==> src/rtl/snn_pkg.sv <==
// Shared types and helpers for the spiking-neuron layer: FSM state encoding,
// default widths and a width-parametrised saturating adder.
package snn_pkg;

  typedef enum logic [2:0] {
    IDLE  = 3'd0,
    READ  = 3'd1,
    TAIL  = 3'd2,
    FIRE  = 3'd3,
    DRAIN = 3'd4
  } state_e;

  localparam int SNN_N_NEURONS  = 16;
  localparam int SNN_N_INPUTS   = 16;
  localparam int SNN_W_WIDTH    = 8;
  localparam int SNN_POT_WIDTH  = 16;
  localparam int SNN_LEAK_SHIFT = 3;

  // Operands are sign-extended into 64 bits; the sum is clamped to a signed 'width'-bit range.
  function automatic logic signed [63:0] sat_add(input logic signed [63:0] a,
                                                 input logic signed [63:0] b,
                                                 input int width);
    logic signed [63:0] s;
    logic signed [63:0] hi;
    logic signed [63:0] lo;
    s  = a + b;
    hi = (64'sd1 <<< (width - 1)) - 64'sd1;
    lo = -hi - 64'sd1;
    if (s > hi) begin
      sat_add = hi;
    end else if (s < lo) begin
      sat_add = lo;
    end else begin
      sat_add = s;
    end
  endfunction

endpackage

==> src/rtl/snn_weight_ram.sv <==
// Weight store for the layer: 1R1W synchronous RAM, read-before-write, no reset.
module snn_weight_ram #(
  parameter int ADDR_W = 8,
  parameter int DATA_W = 8
) (
  input  logic              clock,
  input  logic              wr_en,
  input  logic [ADDR_W-1:0] wr_addr,
  input  logic [DATA_W-1:0] wr_data,
  input  logic [ADDR_W-1:0] rd_addr,
  output logic [DATA_W-1:0] rd_data
);

  logic [DATA_W-1:0] mem_q [2**ADDR_W];
  logic [DATA_W-1:0] rd_data_q;

  // A same-address write lands after the read samples, so the read sees old data.
  always_ff @(posedge clock) begin
    if (wr_en) begin
      mem_q[wr_addr] <= wr_data;
    end
    rd_data_q <= mem_q[rd_addr];
  end

  assign rd_data = rd_data_q;

endmodule

==> src/rtl/snn_layer.sv <==
// Integrate-and-fire neuron layer sharing one weight RAM; fired indices are streamed lowest-first.
// Optional per-timestep leak is enabled by defining SNN_LAYER_LEAK_EN.
module snn_layer
  import snn_pkg::*;
#(
  parameter int N_NEURONS  = SNN_N_NEURONS,
  parameter int N_INPUTS   = SNN_N_INPUTS,
  parameter int W_WIDTH    = SNN_W_WIDTH,
  parameter int POT_WIDTH  = SNN_POT_WIDTH,
  parameter int LEAK_SHIFT = SNN_LEAK_SHIFT
) (
  input  logic                                   clock,
  input  logic                                   reset_n,
  input  logic                                   in_valid,
  output logic                                   in_ready,
  input  logic [$clog2(N_INPUTS)-1:0]            in_addr,
  input  logic                                   wr_en,
  input  logic [$clog2(N_INPUTS*N_NEURONS)-1:0]  wr_addr,
  input  logic [W_WIDTH-1:0]                     wr_data,
  input  logic [POT_WIDTH-1:0]                   threshold,
  input  logic                                   leak_tick,
  output logic                                   out_valid,
  input  logic                                   out_ready,
  output logic [$clog2(N_NEURONS)-1:0]           out_addr,
  output logic                                   busy
);

  localparam int AW_N  = $clog2(N_NEURONS);
  localparam int AW_IN = $clog2(N_INPUTS);

  state_e                      state_q, state_d;
  logic [AW_IN-1:0]            addr_q, addr_d;
  logic [AW_N-1:0]             k_q, k_d;
  logic [N_NEURONS-1:0]        pend_q, pend_d;
  logic signed [POT_WIDTH-1:0] pot_q [N_NEURONS];
  logic signed [POT_WIDTH-1:0] pot_d [N_NEURONS];
  logic                        in_ready_q, in_ready_d;
  logic                        out_valid_q, out_valid_d;
  logic [AW_N-1:0]             out_addr_q, out_addr_d;
  logic                        busy_q, busy_d;
  logic [W_WIDTH-1:0]          rd_data_s;
  logic [AW_N-1:0]             acc_idx_s;
  logic                        leak_block_s;

  function automatic logic [AW_N-1:0] lowest_set(input logic [N_NEURONS-1:0] v);
    lowest_set = '0;
    for (int i = N_NEURONS - 1; i >= 0; i--) begin
      if (v[i]) begin
        lowest_set = AW_N'(i);
      end else begin
        lowest_set = lowest_set;
      end
    end
  endfunction

  snn_weight_ram #(
    .ADDR_W(AW_IN + AW_N),
    .DATA_W(W_WIDTH)
  ) u_ram (
    .clock   (clock),
    .wr_en   (wr_en),
    .wr_addr (wr_addr),
    .wr_data (wr_data),
    .rd_addr ({addr_q, k_q}),
    .rd_data (rd_data_s)
  );

  // k wraps to 0 after the last read, so k-1 names the neuron whose weight just arrived.
  assign acc_idx_s = k_q - AW_N'(1);

`ifdef SNN_LAYER_LEAK_EN
  logic leak_pend_q, leak_pend_d;
  assign leak_block_s = leak_pend_d;
`else
  logic unused_leak_tick_s;
  localparam int unused_leak_shift = LEAK_SHIFT;
  assign unused_leak_tick_s = leak_tick;
  assign leak_block_s = 1'b0;
`endif

  // Next-state, datapath and registered-output computation.
  always_comb begin
    state_d     = state_q;
    addr_d      = addr_q;
    k_d         = k_q;
    pend_d      = pend_q;
    out_valid_d = out_valid_q;
    out_addr_d  = out_addr_q;
    for (int i = 0; i < N_NEURONS; i++) begin
      pot_d[i] = pot_q[i];
    end
`ifdef SNN_LAYER_LEAK_EN
    leak_pend_d = leak_pend_q | leak_tick;
`endif
    case (state_q)
      IDLE: begin
`ifdef SNN_LAYER_LEAK_EN
        if (leak_pend_q) begin
          for (int i = 0; i < N_NEURONS; i++) begin
            pot_d[i] = pot_q[i] - (pot_q[i] >>> LEAK_SHIFT);
          end
          leak_pend_d = leak_tick;
        end else
`endif
        if (in_valid && in_ready_q) begin
          addr_d  = in_addr;
          k_d     = '0;
          state_d = READ;
        end else begin
          state_d = IDLE;
        end
      end
      READ: begin
        k_d = k_q + AW_N'(1);
        if (k_q != '0) begin
          pot_d[acc_idx_s] = POT_WIDTH'(sat_add(64'(pot_q[acc_idx_s]),
                                                64'($signed(rd_data_s)), POT_WIDTH));
        end else begin
          pot_d[acc_idx_s] = pot_q[acc_idx_s];
        end
        if (k_q == AW_N'(N_NEURONS - 1)) begin
          state_d = TAIL;
        end else begin
          state_d = READ;
        end
      end
      TAIL: begin
        pot_d[acc_idx_s] = POT_WIDTH'(sat_add(64'(pot_q[acc_idx_s]),
                                              64'($signed(rd_data_s)), POT_WIDTH));
        state_d = FIRE;
      end
      FIRE: begin
        for (int i = 0; i < N_NEURONS; i++) begin
          if (pot_q[i] >= $signed(threshold)) begin
            pend_d[i] = 1'b1;
            pot_d[i]  = '0;
          end else begin
            pend_d[i] = 1'b0;
          end
        end
        if (pend_d != '0) begin
          state_d     = DRAIN;
          out_valid_d = 1'b1;
          out_addr_d  = lowest_set(pend_d);
        end else begin
          state_d = IDLE;
        end
      end
      DRAIN: begin
        if (out_ready) begin
          pend_d[out_addr_q] = 1'b0;
          if (pend_d == '0) begin
            state_d     = IDLE;
            out_valid_d = 1'b0;
          end else begin
            out_addr_d = lowest_set(pend_d);
          end
        end else begin
          state_d = DRAIN;
        end
      end
      default: begin
        state_d     = IDLE;
        out_valid_d = 1'b0;
      end
    endcase
    in_ready_d = (state_d == IDLE) && !leak_block_s;
    busy_d     = (state_d != IDLE);
  end

  // State, potentials and output registers.
  always_ff @(posedge clock or negedge reset_n) begin
    if (!reset_n) begin
      state_q     <= IDLE;
      addr_q      <= '0;
      k_q         <= '0;
      pend_q      <= '0;
      in_ready_q  <= 1'b1;
      out_valid_q <= 1'b0;
      out_addr_q  <= '0;
      busy_q      <= 1'b0;
      for (int i = 0; i < N_NEURONS; i++) begin
        pot_q[i] <= '0;
      end
    end else begin
      state_q     <= state_d;
      addr_q      <= addr_d;
      k_q         <= k_d;
      pend_q      <= pend_d;
      in_ready_q  <= in_ready_d;
      out_valid_q <= out_valid_d;
      out_addr_q  <= out_addr_d;
      busy_q      <= busy_d;
      for (int i = 0; i < N_NEURONS; i++) begin
        pot_q[i] <= pot_d[i];
      end
    end
  end

`ifdef SNN_LAYER_LEAK_EN
  // Ticks collapse into one pending leak until an IDLE cycle consumes it.
  always_ff @(posedge clock or negedge reset_n) begin
    if (!reset_n) begin
      leak_pend_q <= 1'b0;
    end else begin
      leak_pend_q <= leak_pend_d;
    end
  end
`endif

  assign in_ready  = in_ready_q;
  assign out_valid = out_valid_q;
  assign out_addr  = out_addr_q;
  assign busy      = busy_q;

endmodule

==> config.mk <==
export PLATFORM = sky130hd
export DESIGN_NAME = snn_layer
export DESIGN_NICKNAME = d
export VERILOG_FILES = /design/src/rtl/snn_pkg.sv /design/src/rtl/snn_weight_ram.sv /design/src/rtl/snn_layer.sv
export SDC_FILE = /design/constraint.sdc
export NUM_CORES = 2
export LEC_CHECK = 0
export ABC_AREA = 1
export ABC_CLOCK_PERIOD_IN_PS = 9800
export CAP_MARGIN = 30
export CORE_MARGIN = 3
export CORE_UTILIZATION = 50
export DETAILED_ROUTE_END_ITERATION = 6
export HOLD_SLACK_MARGIN = 0.1
export PLACE_DENSITY_LB_ADDON = 0.08
export SLEW_MARGIN = 40
export SYNTH_ARGS = -nofsm -noshare
export SYNTH_HDL_FRONTEND = slang
export SYNTH_SLANG_ARGS = --single-unit
export TNS_END_PERCENT = 5
==> constraint.sdc <==
create_clock -name clock -period 9.8 [get_ports clock]
set_input_delay 1.96 -clock clock [delete_from_list [all_inputs] [get_ports clock]]
set_output_delay 1.96 -clock clock [all_outputs]
set_load 0.05 [all_outputs]
# == Word level (Yosys, flattened, before mapping) ==
# Memories as Yosys holds them, arrays and structs flattened. A register that Yosys moved wholly into a read port is not among the register bits.
# Cells that the tools add are included.
# word_totals
elab_cells,231
n_memories,1
ramBits,2048
in_bits,42
register_bits,290
output_inout_bits,7
# memory_table
memory,words,width,read_ports,rd_clocked_by_memory_dff,write_ports,line,rtl
u_ram.mem_q,256,8,1,1,1,snn_weight_ram.sv:14,logic [DATA_W-1:0] mem_q [2**ADDR_W];
# classes
mux,117
bitwise_logic,4
n_lt_le_gt_ge,22
reduce_logical,34
n_addsub,3
eq_ne,26
# op_table
op,count
$bwmux 256,3
$pmux 256 s3,1
$mux 16,25
$ge 16x16->1,16
$mux 256,1
$mux 4,36
$bmux 16 s4,1
$demux 16 s4,1
$ne 2x2->1 const B,21
$mux 1,39
$reduce_and 2->1,19
$pmux 16 s2,1
$add 16x8->17,1
$gt 17x16->1 const B,1
$lt 17x16->1 const B,1
$and 16x16->16,1
$logic_not 16->1,1
$not 16->16,1
$pmux 4 s2,2
$reduce_bool 16->1,1
$pmux 3 s5,1
$mux 3,3
$reduce_and 4->1,2
$eq 3x2->1 const B,2
other kinds (20),25

# == Depth between registers and ports, before layout ==
# logic_depth
ltp_word,25
mapped_depth,37

# == By module ==
# From an unflattened synthesis, not the netlist that was laid out.
# unflattened
hier_cells,10456
hier_area_um2,108308.9
# modules_own_cells
mod,area_each_um2,instances,cells_per_inst
snn_weight_ram,83396.2,1,7003
snn_layer,24912.6,1,3453

# == Least setup slack after synthesis ==
# No wires, ideal clock.
# synth_timing
kind,register to register
from,register k_q[0]
to,register (tool-made name)
n_path_buf,10
path_stages_with_launch,36
arrival_ns,5.513
path_slack_ns,4.147
setup_time_ns,0.139
required_ns,9.661
path_cell_list,dfrtp_1 > buf_2 > inv_2 > clkbuf_1 > clkbuf_1 > clkbuf_1 > ha_1 > clkbuf_1 > inv_1 > clkbuf_1 > buf_1 > a22oi_1 > o221ai_1 > inv_1 > ha_1 > fa_1 > nand3_1 > nand2_1 > nand3_1 > nand2_2 > nand3_2 > nand2_2 > nand2_1 > nand2_2 > nand2_1 > nand2_2 > inv_2 > o31ai_4 > nand2_2 > or2_1 > buf_6 > buf_6 > buf_6 > nand3_1 > a21oi_1 > a21oi_1
# synth_lines
item,line,rtl
from (decl),snn_layer.sv:33,"logic [AW_N-1:0] k_q, k_d;"
from (signal assigned),snn_layer.sv:188,k_q <= k_d;

==> summary.txt <==
STA
  – WHS: 488 ps
  – Unrepaired setup endpoints after global routing: no
  – Hold Fails Final Rpt: 0
  – Final setup violation count: 0
  – Worst slew pin tran: around 970 ps
  – Post-layout min period: 8450 ps
  – Fin Setup TNS: 0 ps
  – Rel. slew slack: 0.345
  – Final Cycle Share: 0.863
  – Max Clock Freq: 118 MHz
  – Count of pins over their slew limit: 0
  – Clk_skew: 77.3 ps

GRT
  – GR peak layer: met2
  – GR Util met1: 0.415
  – Gr ovfl total: 0
  – Met3 global-route usage: 0.0527
  – Initial antenna violation count: 9
  – First-pass GRT wire length: 483000 um
  – Largest net degree at the start of global routing: between 150 and 200
  – Global Route Usage Sum: 0.298
  – Vias in the first global route: 72400
  – Met2 usage: 0.466

Floorplan
  – Starting density of the core: 0.506
  – Die H: 465 um
  – Num ports: 49
  – Die area: between 200000 and 250000 um2
  – Overall die width: 465 um
  – Row count: 167
  – Core Region: 208000 um2

Worst setup path
  – Slowest-stage cell, CP: ha_2
  – CP peak stage delay: 890 ps
  – Most used cell, CP: nand2_2
  – Setup CP Type: reg2reg
  – Critical path fanouts, max: 62
  – Crit path arrival time: 9210 ps
  – CP Launch Type: flip-flop
  – Worst setup EP type: flip-flop
  – WP data required: 10560 ps

Synth
  – Synth cell types: 59
  – Avg Inst Size Synth: 11.1 um2
  – Main flop type after synthesis: edfxtp_1
  – Register area share after synthesis: 0.654
  – Top cell type's share of synthesized area: 0.584
  – Synth area leaders: edfxtp_1 (58%), dfrtp_1 (6.9%), o21ai_0 (5.9%)
  – Ys Warns: 0
  – Yosys reg bits: 2346
  – EDFF count, synth: 2048
  – Top-count cell post-synth: edfxtp_1
  – Mapped Cells: 9530
  – Syn Nets: 9851
  – Synthesized cell area: 105000 um2
  – FFs w/ async S/R, synth: 0.124
  – Dominant cell type by area after synthesis: edfxtp_1
  – Commonest cells post-synth: edfxtp_1 (2048), nor2_1 (1282), o21ai_0 (1247)

Status
  – Status: finished, violations left
  – Failing checks: DRC

Place
  – Final HPWL DP: 194000 um
  – Placed cell areas: between 100000 and 150000 um2
  – Gpl congestion: 0.912
  – PortBufs: 47

Clock tree
  – Cts hold-fix bufs: 0
  – CTS clk-pin slew, worst paths: 60 ps
  – CTS root buf: clkbuf_16
  – CTS tree: built
  – Quantity of gates resized following cts: 0
  – Htree depth: 4
  – Total CTS buffers: between 200 and 250
  – Worst-skew pair later-pin latency: 890 ps
  – CTS Buffer Depth: 3
  – Postcts setup bufs: 0
  – Clock sink total: 2346

Drt
  – DR pass1 iterations: 7
  – Routed vias/inst: 6.23
  – Wirelength per Cell: 26.7 um
  – 1st-iter DRT viols: 9589
  – Post-Route WL: 329000 um
  – Vias: 76800
  – # DRC: 8
  – Antenna Nets Post-Route: 0

Job
  – Max-Cap Viols: 0

Finish
  – Area grow syn2layout: 10.6%
  – Post-route cell area: 116000 um2
  – Utilization after layout: 0.559
  – Layout cells sized above 1: 0.0771
  – NumNets Final: 9641

Hold path
  – Hold Crit Class: reg2reg
## routing by layer
metal / up-vias / share of wire
li1: 34600 / -
met1: 37900 / 0.41
met2: 3587 / 0.46
met3: 642 / 0.085
met4: 4 / 0.045
met5: - / 0.000079
## final timing paths
check	startpoint	to	slack, ps	cells after the start
max in group asynchronous	reset_n	asynchronous set/reset pin	6700	4
worst max-delay path	k_q[0]$_DFFE_PN0P_	flip-flop	1350	28
worst min register to register	flip-flop	flip-flop	490	2
worst max register to register	k_q[0]$_DFFE_PN0P_	flip-flop	1350	28
min in group asynchronous	reset_n	addr_q[2]$_DFFE_PN0P_	990	1
worst min-delay path	flip-flop	flip-flop	490	2
## cell families (layout without fill, tap and decap cells)
logic type               after synthesis  count (layout)  share of synthesized area
AND/OR/NAND/NOR                     2951            2951                      0.118
AO/OA/AOI/OAI                       2841            2841                      0.153
buffers and inverters               1097            1101                     0.0399
flip-flops                          2346            2346                      0.654
adder cells (fa/ha/maj)              279             279                     0.0332
other                                  0               5                          0
XOR/XNOR                              16              16                    0.00133
## placed cells by master, fill, tap and decap left out, types with 12 or more instances in the layout
cell,Yosys,final
nand2_4,14,15
inv_2,15,22
nand2_1,851,829
a211oi_1,13,13
a221oi_1,24,23
o21ai_1,42,42
buf_6,8,15
nor3_1,24,23
o21ai_0,1247,1247
o211ai_1,76,76
clkbuf_1,585,50
o31ai_1,60,60
nor2_2,8,108
xor2_1,14,14
nand2_2,17,38
ha_1,278,277
clkdlybuf4s50_1,0,37
inv_1,416,403
edfxtp_1,2048,2048
nand3_1,587,584
o221ai_1,203,203
nand4_1,151,151
a21oi_1,807,807
o311ai_1,0,12
o22ai_1,211,211
o311ai_0,31,19
buf_4,1,126
dfrtp_1,289,283
a31oi_1,69,69
nor2_1,1282,1178
clkbuf_16,0,243
clkinv_2,0,55
clkinv_1,6,67
bufinv_16,0,20
## metrics by stage
stage / setup slack (ps) / cells
6_report: 1350 / 12300
5_1_grt: 1110 / 12300
4_1_cts: 1650 / 12300
3_5_place_dp: 1640 / 11900
3_3_place_gp: 1310 / 11900
2_1_floorplan: 4150 / 9530
## worst max-delay path, delay by kind of cell, from the launching register on
| family | cells | cell delay, ps |
|---|---|---|
| and+or+nand+nor | 16 | 3730 |
| DFF | 1 | 860 |
| AOI/OAI and AO/OA | 5 | 1200 |
| adders and majority gates | 2 | 1130 |
| buffers and inverters | 5 | 1340 |
## cell type report
| cell class | instances | area, um2 |
|---|---|---|
| diodes | 5 | 12.5 |
| clock buffers | 297 | 6320 |
| clock inverters | 160 | 1490 |
| fillers | 17500 | 91900 |
| inverters | 437 | 1670 |
| multi-input cells | 6087 | 32600 |
| flip-flops and latches | 2346 | 68900 |
| well taps | 2788 | 3490 |
| repair buffers | 207 | 1950 |
Power is left out: the tool's default activity adds up to more than one toggle a clock period on the data nets, which glitch-free logic cannot reach.
